`src/rtl/mux_scan_n.sv`:
```
// ----------------------------------------------------------------------------
// mux_scan_n
//
// N-channel, W-bit registered multiplexer with two modes:
//   manual    : the S input picks the channel every enabled cycle
//   auto-scan : an internal dwell counter steps round-robin through the
//               channels, holding each one for DWELL enabled cycles
// The output, its channel tag and the framing flags are all registered.
// Data is sampled live every enabled cycle from the selected channel.
//
// Parameters
//   WIDTH    data bits per channel
//   CHANNELS number of input channels (2..16)
//   SEL_W    select width, 2**SEL_W >= CHANNELS
//   DWELL    enabled cycles per channel in scan mode (1..256)
//
// Ports
//   clk    in   rising-edge clock
//   rst    in   synchronous active-high reset (priority over everything)
//   en     in   global enable; 0 freezes all state, forces wrap low
//   mode   in   0 = manual, 1 = auto-scan
//   S      in   manual channel select
//   I      in   packed inputs, channel k = I[k*WIDTH +: WIDTH]
//   Y      out  registered selected data
//   Y_ch   out  channel index Y came from
//   valid  out  Y / Y_ch hold a legal sample
//   wrap   out  one-cycle pulse on the first channel-0 cycle of each new frame
//   err    out  registered flag: manual select was not a legal channel
//   M      in   (MUX_SCAN_SKIP_MASK_EN only) channel enable mask
//
// Optional feature macro: MUX_SCAN_SKIP_MASK_EN
//   When defined, port M is added. Scan skips channels whose M bit is clear,
//   wrap marks the search passing from index CHANNELS-1 back to a lower one,
//   an all-zero mask drops valid and holds Y, and manual selection of a
//   masked channel is treated as out of range.
// ----------------------------------------------------------------------------
module mux_scan_n #(
    parameter int WIDTH    = 4,
    parameter int CHANNELS = 4,
    parameter int SEL_W    = 2,
    parameter int DWELL    = 8
) (
    input  logic                      clk,
    input  logic                      rst,
    input  logic                      en,
    input  logic                      mode,
    input  logic [SEL_W-1:0]          S,
    input  logic [CHANNELS*WIDTH-1:0] I,
    output logic [WIDTH-1:0]          Y,
    output logic [SEL_W-1:0]          Y_ch,
    output logic                      valid,
    output logic                      wrap,
    output logic                      err
`ifdef MUX_SCAN_SKIP_MASK_EN
    ,
    input  logic [CHANNELS-1:0]       M
`endif
);

    localparam int CNT_W = (DWELL > 1) ? $clog2(DWELL) : 1;
    localparam logic [CNT_W-1:0] CNT_LAST = CNT_W'(DWELL - 1);

    typedef enum logic [1:0] {
        ST_IDLE,
        ST_MANUAL,
        ST_SCAN
    } state_t;

    // ------------------------------------------------------------------
    // Registers
    // ------------------------------------------------------------------
    state_t             r_state;
    logic [SEL_W-1:0]   r_cursor;     // channel currently being dwelt on
    logic [CNT_W-1:0]   r_cnt;        // enabled cycles spent on r_cursor
    logic               r_wrap_pend;  // last advance wrapped; pulse on next sample
    logic [WIDTH-1:0]   r_y;
    logic [SEL_W-1:0]   r_y_ch;
    logic               r_valid;
    logic               r_wrap;
    logic               r_err;

    // ------------------------------------------------------------------
    // Combinational helpers
    // ------------------------------------------------------------------
    logic [CHANNELS-1:0]   w_mask;
    logic [2*CHANNELS-1:0] w_mask_dbl;
    logic [2*CHANNELS-1:0] w_rot_cur;   // bit k = mask of channel (cursor+k) mod N
    logic [2*CHANNELS-1:0] w_rot_eff;   // bit k = mask of channel (eff+1+k) mod N
    logic                  w_eff_found;
    logic [SEL_W-1:0]      w_eff_ch;    // channel actually presented this cycle
    logic [SEL_W-1:0]      w_next_ch;   // channel to move to at the dwell boundary
    logic                  w_next_wraps;
    logic                  w_s_legal;
    logic [WIDTH-1:0]      w_scan_data;
    logic [WIDTH-1:0]      w_man_data;
    logic                  w_dwell_done;

`ifdef MUX_SCAN_SKIP_MASK_EN
    assign w_mask = M;
`else
    // Without the mask every channel is eligible, which reduces the search
    // below to a plain round-robin increment.
    assign w_mask = '1;
`endif

    // Doubling the mask turns the circular search into a simple shift.
    assign w_mask_dbl = {w_mask, w_mask};
    assign w_rot_cur  = w_mask_dbl >> r_cursor;
    assign w_rot_eff  = w_mask_dbl >> (int'(w_eff_ch) + 1);

    // First eligible channel at or after the cursor. The loop runs from the
    // far end down so the nearest hit is the one that sticks.
    // NOTE: every signal driven in an always_comb gets a default first, so no
    // path can leave it unassigned and infer a latch.
    always_comb begin
        w_eff_found = 1'b0;
        w_eff_ch    = r_cursor;
        for (int k = CHANNELS - 1; k >= 0; k--) begin
            if (w_rot_cur[k]) begin
                w_eff_found = 1'b1;
                w_eff_ch    = SEL_W'((int'(r_cursor) + k) % CHANNELS);
            end
        end
    end

    // Next eligible channel strictly after the presented one. Offset
    // CHANNELS maps back onto w_eff_ch itself, so a lone enabled channel
    // keeps being revisited (and counts as a wrap every time).
    always_comb begin
        w_next_ch = w_eff_ch;
        for (int k = CHANNELS - 1; k >= 0; k--) begin
            if (w_rot_eff[k]) begin
                w_next_ch = SEL_W'((int'(w_eff_ch) + 1 + k) % CHANNELS);
            end
        end
    end

    // Moving to an index not above the current one means the search passed
    // through CHANNELS-1.
    assign w_next_wraps = (w_next_ch <= w_eff_ch);
    assign w_dwell_done = (r_cnt == CNT_LAST);

    // Data selection and manual-select legality. Comparing against each
    // channel index keeps out-of-range selects from indexing past I or M.
    always_comb begin
        w_scan_data = '0;
        w_man_data  = '0;
        w_s_legal   = 1'b0;
        for (int k = 0; k < CHANNELS; k++) begin
            if (w_eff_ch == SEL_W'(k)) begin
                w_scan_data = I[k*WIDTH +: WIDTH];
            end
            if (S == SEL_W'(k)) begin
                w_man_data = I[k*WIDTH +: WIDTH];
                w_s_legal  = w_mask[k];
            end
        end
    end

    // ------------------------------------------------------------------
    // Mode FSM with registered outputs
    // ------------------------------------------------------------------
    // NOTE: sequential state uses non-blocking assignments only, so every
    // register samples the pre-edge values regardless of statement order.
    always_ff @(posedge clk) begin
        if (rst) begin
            r_state     <= ST_IDLE;
            r_cursor    <= '0;
            r_cnt       <= '0;
            r_wrap_pend <= 1'b0;
            r_y         <= '0;
            r_y_ch      <= '0;
            r_valid     <= 1'b0;
            r_wrap      <= 1'b0;
            r_err       <= 1'b0;
        end else if (!en) begin
            // Frozen: everything holds except the wrap pulse.
            r_wrap <= 1'b0;
        end else begin
            r_wrap <= 1'b0;
            case (r_state)
                ST_IDLE: begin
                    r_state     <= mode ? ST_SCAN : ST_MANUAL;
                    r_cursor    <= '0;
                    r_cnt       <= '0;
                    r_wrap_pend <= 1'b0;
                end

                ST_MANUAL: begin
                    if (mode) begin
                        // Scan always restarts from channel 0 with a full dwell.
                        r_state     <= ST_SCAN;
                        r_cursor    <= '0;
                        r_cnt       <= '0;
                        r_wrap_pend <= 1'b0;
                    end else if (w_s_legal) begin
                        r_y     <= w_man_data;
                        r_y_ch  <= S;
                        r_valid <= 1'b1;
                        r_err   <= 1'b0;
                    end else begin
                        // Illegal select: keep the last good sample, flag it.
                        r_valid <= 1'b0;
                        r_err   <= 1'b1;
                    end
                end

                ST_SCAN: begin
                    if (!mode) begin
                        r_state <= ST_MANUAL;
                    end else if (!w_eff_found) begin
                        // Nothing eligible to present: hold Y, drop valid.
                        r_valid <= 1'b0;
                        r_err   <= 1'b0;
                    end else begin
                        r_y     <= w_scan_data;
                        r_y_ch  <= w_eff_ch;
                        r_valid <= 1'b1;
                        r_err   <= 1'b0;
                        // The pulse belongs to the first sample after a wrap,
                        // not to the last sample of the old frame.
                        r_wrap  <= r_wrap_pend;
                        if (w_dwell_done) begin
                            r_cnt       <= '0;
                            r_cursor    <= w_next_ch;
                            r_wrap_pend <= w_next_wraps;
                        end else begin
                            r_cnt       <= r_cnt + CNT_W'(1);
                            r_cursor    <= w_eff_ch;
                            r_wrap_pend <= 1'b0;
                        end
                    end
                end

                default: begin
                    r_state <= ST_IDLE;
                end
            endcase
        end
    end

    assign Y     = r_y;
    assign Y_ch  = r_y_ch;
    assign valid = r_valid;
    assign wrap  = r_wrap;
    assign err   = r_err;

endmodule

```
`config.mk`:
```
export PLATFORM = sky130hd
export DESIGN_NAME = mux_scan_n
export DESIGN_NICKNAME = d
export VERILOG_FILES = /design/src/rtl/mux_scan_n.sv
export SDC_FILE = /design/constraint.sdc
export NUM_CORES = 1
export LEC_CHECK = 0
export ABC_AREA = 1
export CAP_MARGIN = 20
export CORE_MARGIN = 1.5
export CORE_UTILIZATION = 47
export CTS_CLUSTER_SIZE = 30
export DETAILED_ROUTE_END_ITERATION = 6
export GPL_ROUTABILITY_DRIVEN = 0
export PLACE_DENSITY = 0.9
export SKIP_CTS_REPAIR_TIMING = 1
export SLEW_MARGIN = 10
export SYNTH_ARGS = -nofsm -noshare
export SYNTH_HDL_FRONTEND = slang
export SYNTH_SLANG_ARGS = --single-unit
```
`constraint.sdc`:
```
create_clock -name clk -period 2 [get_ports clk]
set_clock_uncertainty 0.2 [all_clocks]
set_input_delay 0.4 -clock clk [delete_from_list [all_inputs] [get_ports clk]]
set_output_delay 0.4 -clock clk [all_outputs]
set_load 0.005 [all_outputs]
```
; ---- Word level (Yosys, flattened, before mapping)
; Cells that the tools add are included.
[classes]
n_addsub = 8
mul = 0
n_div = 0
order_cmp = 1
eq_ne = 15
shifts = 2
muxes = 61
n_bitwise = 4
reduce_logical = 10
[op_table]
columns = operator, count
row1 = $mux 4, 12
row2 = $mux 2, 19
row3 = $mux 1, 18
row4 = $mux 3, 4
row5 = $ne 2x2->1 const B, 6
row6 = $pmux 2 s3, 2
row7 = $eq 2x2->1 const B, 5
row8 = $pmux 3 s3, 1
row9 = $add 2x2->2 const B, 4
row10 = $pmux 4 s2, 1
row11 = $shr 8x2->4 const A, 1
row12 = $shr 8x3->4 const A, 1
row13 = $eq 2x1->1 const B, 3
row14 = $logic_not 2->1, 3
row15 = $reduce_and 6->1, 1
row16 = $reduce_and 5->1, 1
row17 = $reduce_or 5->1, 1
row18 = $add 2x1->2 const B, 2
row19 = $not 1->1, 4
row20 = $pmux 1 s2, 2
row21 = $pmux 2 s2, 1
row22 = $reduce_and 4->1, 1
row23 = $add 2x1->3 const B, 1
row24 = $add 3x1->3 const B, 1
row25 = 6 further kinds, 6
[word_totals]
reg_bits = 17
latchBits = 0
ramBits = 0
mem_bits_ro = 0
inputBits = 22
output_inout_bits = 9
n_memories = 0

; ---- Longest topological paths before layout
[depth]
word_depth = 16
mapped_depth = 9
mapped_depth_nobuf = 9

; ---- Least setup slack after synthesis
; OpenSTA, ideal clock, no wires.
[synth_path]
path_kind = flip-flop to flip-flop
from = register r_cursor[1]
to = register r_y[0], in the netlist Y[0]
setup_time_ps = 66
t_arrival_ps = 1131
path_slack_ps = 603
path_stages_with_launch = 10
period_less_slack_ps = 1397
cell_sequence = dfxtp_1 inv_1 ha_1 inv_1 nand3_1 nand2_1 nand2_1 nand2_1 nand2_1 a21oi_2
[synth_between]
elab_chain_cells = 13
word_cells_on_any_way = 25
classes_between = add/sub (3) / eq/ne (4) / shift (1) / mux (15) / reduce/logical (2)
[synth_rtl]
columns = item, line
row1 = "start, declared", 73  ; logic [SEL_W-1:0] r_cursor;
row2 = "start signal, assigned", 225  ; r_cursor <= w_next_ch;
row3 = "start signal, assigned", 229  ; r_cursor <= w_eff_ch;
row4 = $add 2x2->2 or $shr 8x2->4 (tied branches), "121, 108"
row5 = $mux 2 (4 in a row), 119  ; if (w_rot_cur[k]) begin
row6 = $logic_not 2->1, 150  ; if (w_eff_ch == SEL_W'(k)) begin
row7 = $mux 4 (4 in a row), 150
row8 = $mux 4, 211  ; end else if (!w_eff_found) begin
row9 = $mux 4, 209  ; if (!mode) begin
row10 = $pmux 4 s2, 181  ; case (r_state)
row11 = "end signal, assigned", 197  ; r_y <= w_man_data;
row12 = "end signal, assigned", 216  ; r_y <= w_scan_data;
row13 = "end, declared", 76  ; logic [WIDTH-1:0] r_y;
; Several ways; a longest one is shown, not always the timed one. The select of a mux whose other input is x is not followed.
; A chain may end at the register's enable or synchronous reset.

; ---- Final worst setup path
[layout_path]
from = register r_y[0], in the netlist Y[0]
to = output Y[0]
[layout_rtl]
columns = item, line
row1 = "end, declared", 49  ; output logic [WIDTH-1:0] Y,
; No word-level cell between the ends.

==> metrics list <==
- Seq/Total Area, Yosys: 30.3%
* Die Outline Area: 0.00269 sq mm
- Fraction of post-synthesis cell area in the top cell type by area: 30.3%
- After synthesis the netlist holds a flip-flop and latch count of 17.
- Number of buffers added by the clock tree synthesis step: 3
- Cell types with the largest area share after synthesis: sky130_fd_sc_hd__dfxtp_1 (30%), sky130_fd_sc_hd__nand2_1 (16%), sky130_fd_sc_hd__nand3_1 (8.0%)
- Clock latency on the worst-skew pair: 290 ps
- Multiplexer cells account for 0% of the synthesized area.
- Entering global routing, the biggest net connects 16 pins.
- Share of synthesized cell area in and, or, nand and nor gates: 34.1%
* Setup Crit Path Kind: register to primary output
- The number of antenna diodes in the final layout is 0.
* Internal power component: 0.000519 W
- Summed over all cells, the static leakage comes to 0.664 nW.
* Timing-limited maximum frequency: 572 MHz
* Number of pins with negative max-slew slack in the final report: 0
- The count of buffers added on input and output ports is 30.
- The worst pin sits at a relative slew slack of 70.9%.
- Power share of the clock group: 25.3%
- After clock tree synthesis, the clock-pin slew on the worst setup and hold paths is 100 ps.
- In this run, the combinational gates consume 24.5% of the power.
- Post-synthesis cell count: 176
* Flip-flop and latch area: 340 sq um
* Total global routing track utilization: 20.7%
* Number of rows created at floorplan: 17
- Via count: 1188
- By area, the combinational part of the netlist is dominated by simple AND/OR/NAND/NOR gates.
* Antenna violations before repair: 0
* Number of unique standard cell types used by synthesis: 20
* Detail Placement HPWL: 1890 um
- Cells with a size suffix above 1 make up 9.62% of the layout.
- In this run switching power makes up 28.2% of total power.
- Avg WL per Cell: 10.4 um
- Of the total synthesized cell area, the portion taken by full adders, half adders and majority gates is 7.80%.
- Core Region: 0.00223 sq mm
- Maximum level of the CTS H-tree: 1
- Unrepaired setup endpoints after global routing: no
- Worst Hold Slack: 250 ps
- Top library cells by usage in the layout, fill and taps aside: sky130_fd_sc_hd__nand2_1 (49), sky130_fd_sc_hd__clkdlybuf4s50_1 (30), sky130_fd_sc_hd__nor2_1 (20), sky130_fd_sc_hd__nand3_1 (18)
- The clock period could shrink to 1750 ps.
- Clock root buffer: sky130_fd_sc_hd__clkbuf_4
* Layout fillers: 209
- Grouping stages by cell kind, the critical path spends the most delay in buffers and inverters.
- Maximum number of buffers from clock root to sink: 2
* List of cells traversed by the critical path: clkdlybuf4s50_1
- The die is 51.9 um wide.
- Most common cell after layout, fill and taps aside: sky130_fd_sc_hd__nand2_1
* Number of setup violations in the final report: 0
- TritonCTS built the clock tree.
* Min-Delay Path Class: register to register
* Share of the cycle needed by the critical path after routing: 87.4%
- Dividing the detail-routed via count by the number of cells gives 5.03.
* Starting utilization of the core area: 50.3%
- The worst-case IR drop observed on VDD is 459 uV.
- The synthesized netlist devotes 17.2% of its cell area to compound gates.
- Sum of overflow across all layers after global routing: 0
* Cell with the largest stage delay on the worst path: sky130_fd_sc_hd__clkdlybuf4s50_1
* Count of buffering cells on the critical path with inverters included: 1
* TNS Setup: 0 ps
- Status: finished clean
- Synth area leader: sky130_fd_sc_hd__dfxtp_1
- Hold violation count in the final report: 0
- The detail route stage leaves a number of antenna-violating nets equal to 0.
- Via count of the first global-routing pass: 1064
* First drt pass iteration count: 4
- Critical path startpoint category: register
- The tree built by TritonCTS fans out to 17 sinks.
- In this run the power density over the cells is 491 mW/mm^2.
- Max Cap Violations: 0
- Area used by multi-input combinational logic: 672 sq um
* Crit path largest cell delay: 510 ps
* Number of nets in the finished design: 238
* IO Pins: 31
- STA puts the critical path data required time at 1400 ps.
- Avg Cell Area, Syn: 6.38 sq um
- In the routed design, unresolved DRC markers number 0.
- Share of total power in sequential cells: 50.2%
- The analysis attributes to net switching a power of 0.000204 W.
- The area growth from synthesis to layout is 31.3%.
- After detailed routing, the total wire length is 2450 um.
- DR iter-0 viols: 28
* Least-Margin Pin Slew: 436 ps
- Highest net fanout along the worst path: 2
* Kind of end point of the critical path: primary output
- First-pass GRT wire length: 4350 um
- Data arrival, critical path: 1150 ps
* Xor-xnor portion of the synthesized cell area: 0.780%
- Counting every net in the synthesized netlist gives 205.
- The mapped netlist covers 0.00112 sq mm.
- Count of warnings emitted by yosys: 0
- Vert. Die Dim: 51.9 um
## registers in the layout (all words and copies together) (netlist names)
| name | cells |
|---|---|
| r_state | 2 |
| wrap | 1 |
| r_cursor | 2 |
| valid | 1 |
| Y_ch | 2 |
| err | 1 |
| r_wrap_pend | 1 |
| Y | 4 |
| r_cnt | 3 |
## worst paths after layout
kind	from	end	slack, ps	cells past startpoint
hold reg to reg	err	err	250	2
setup reg to reg	r_cursor[1]	Y[0]	430	9
hold / removal	err	err	250	2
setup / recovery	Y[0]	Y[0]	250	1
## cells in the mapped netlist
| master | instances |
|---|---|
| sky130_fd_sc_hd__nand3_1 | 18 |
| sky130_fd_sc_hd__nand3_2 | 1 |
| sky130_fd_sc_hd__o21ai_1 | 5 |
| sky130_fd_sc_hd__xnor2_1 | 1 |
| sky130_fd_sc_hd__o21ai_2 | 1 |
| sky130_fd_sc_hd__nand2_1 | 49 |
| sky130_fd_sc_hd__buf_2 | 2 |
| sky130_fd_sc_hd__nor2_1 | 20 |
| sky130_fd_sc_hd__inv_2 | 4 |
| sky130_fd_sc_hd__o21ai_0 | 7 |
| sky130_fd_sc_hd__buf_6 | 1 |
| sky130_fd_sc_hd__inv_1 | 17 |
| sky130_fd_sc_hd__inv_4 | 1 |
| sky130_fd_sc_hd__dfxtp_1 | 17 |
| sky130_fd_sc_hd__nor2_4 | 1 |
| sky130_fd_sc_hd__a21oi_1 | 16 |
| sky130_fd_sc_hd__nand2_2 | 2 |
| sky130_fd_sc_hd__clkbuf_1 | 1 |
| sky130_fd_sc_hd__a21oi_2 | 5 |
| sky130_fd_sc_hd__ha_1 | 7 |
## metal layers
layer / global-route usage [%] / part of all wire [%] / vias up
met2: 34.0 / 45 / 32
met5: 0 / 0 / -
met4: 4.82 / 1.2 / 0
met3: 4.60 / 5.6 / 4
met1: 27.5 / 48 / 522
li1: - / - / 630
## through the flow
stage                     worst slack [ps]  total power, W  instances  cell area (sq um)  util, %
after floorplan                        603        0.000465        176               1120        -
after global placement                 110        0.000544        232               1450     64.8
after detailed placement              87.4        0.000547        232               1450     64.8
after CTS                              244        0.000732        236               1470     66.0
after global routing                   189        0.000771        236               1470     66.0
final                                  253        0.000723        236               1470     66.0
## power by group through the flow
stage	Clock, W	Combinational, W	Sequential (W)
2_1_floorplan	0	0.0000943	0.000371
3_3_place_gp	0	0.000173	0.000371
3_5_place_dp	0	0.000176	0.000371
4_1_cts	0.000191	0.000178	0.000363
5_1_grt	0.000205	0.000201	0.000365
6_report	0.000183	0.000177	0.000363
## kinds of logic after synthesis
family,Yosys count
buffers and inverters,26
adders and majority gates,7
DFF,17
AOI/OAI and AO/OA,34
xor gates and xnor gates,1
and+or+nand+nor,91
## layout make-up
type,instances,area share [%]
Tap cell,28,2.38
Inverter,22,5.77
Sequential cell,17,23.1
Timing Repair Buffer,32,21.4
Clock buffer,4,1.78
Multi-Input combinational cell,133,45.6
Power figures use the tool's default switching activity.
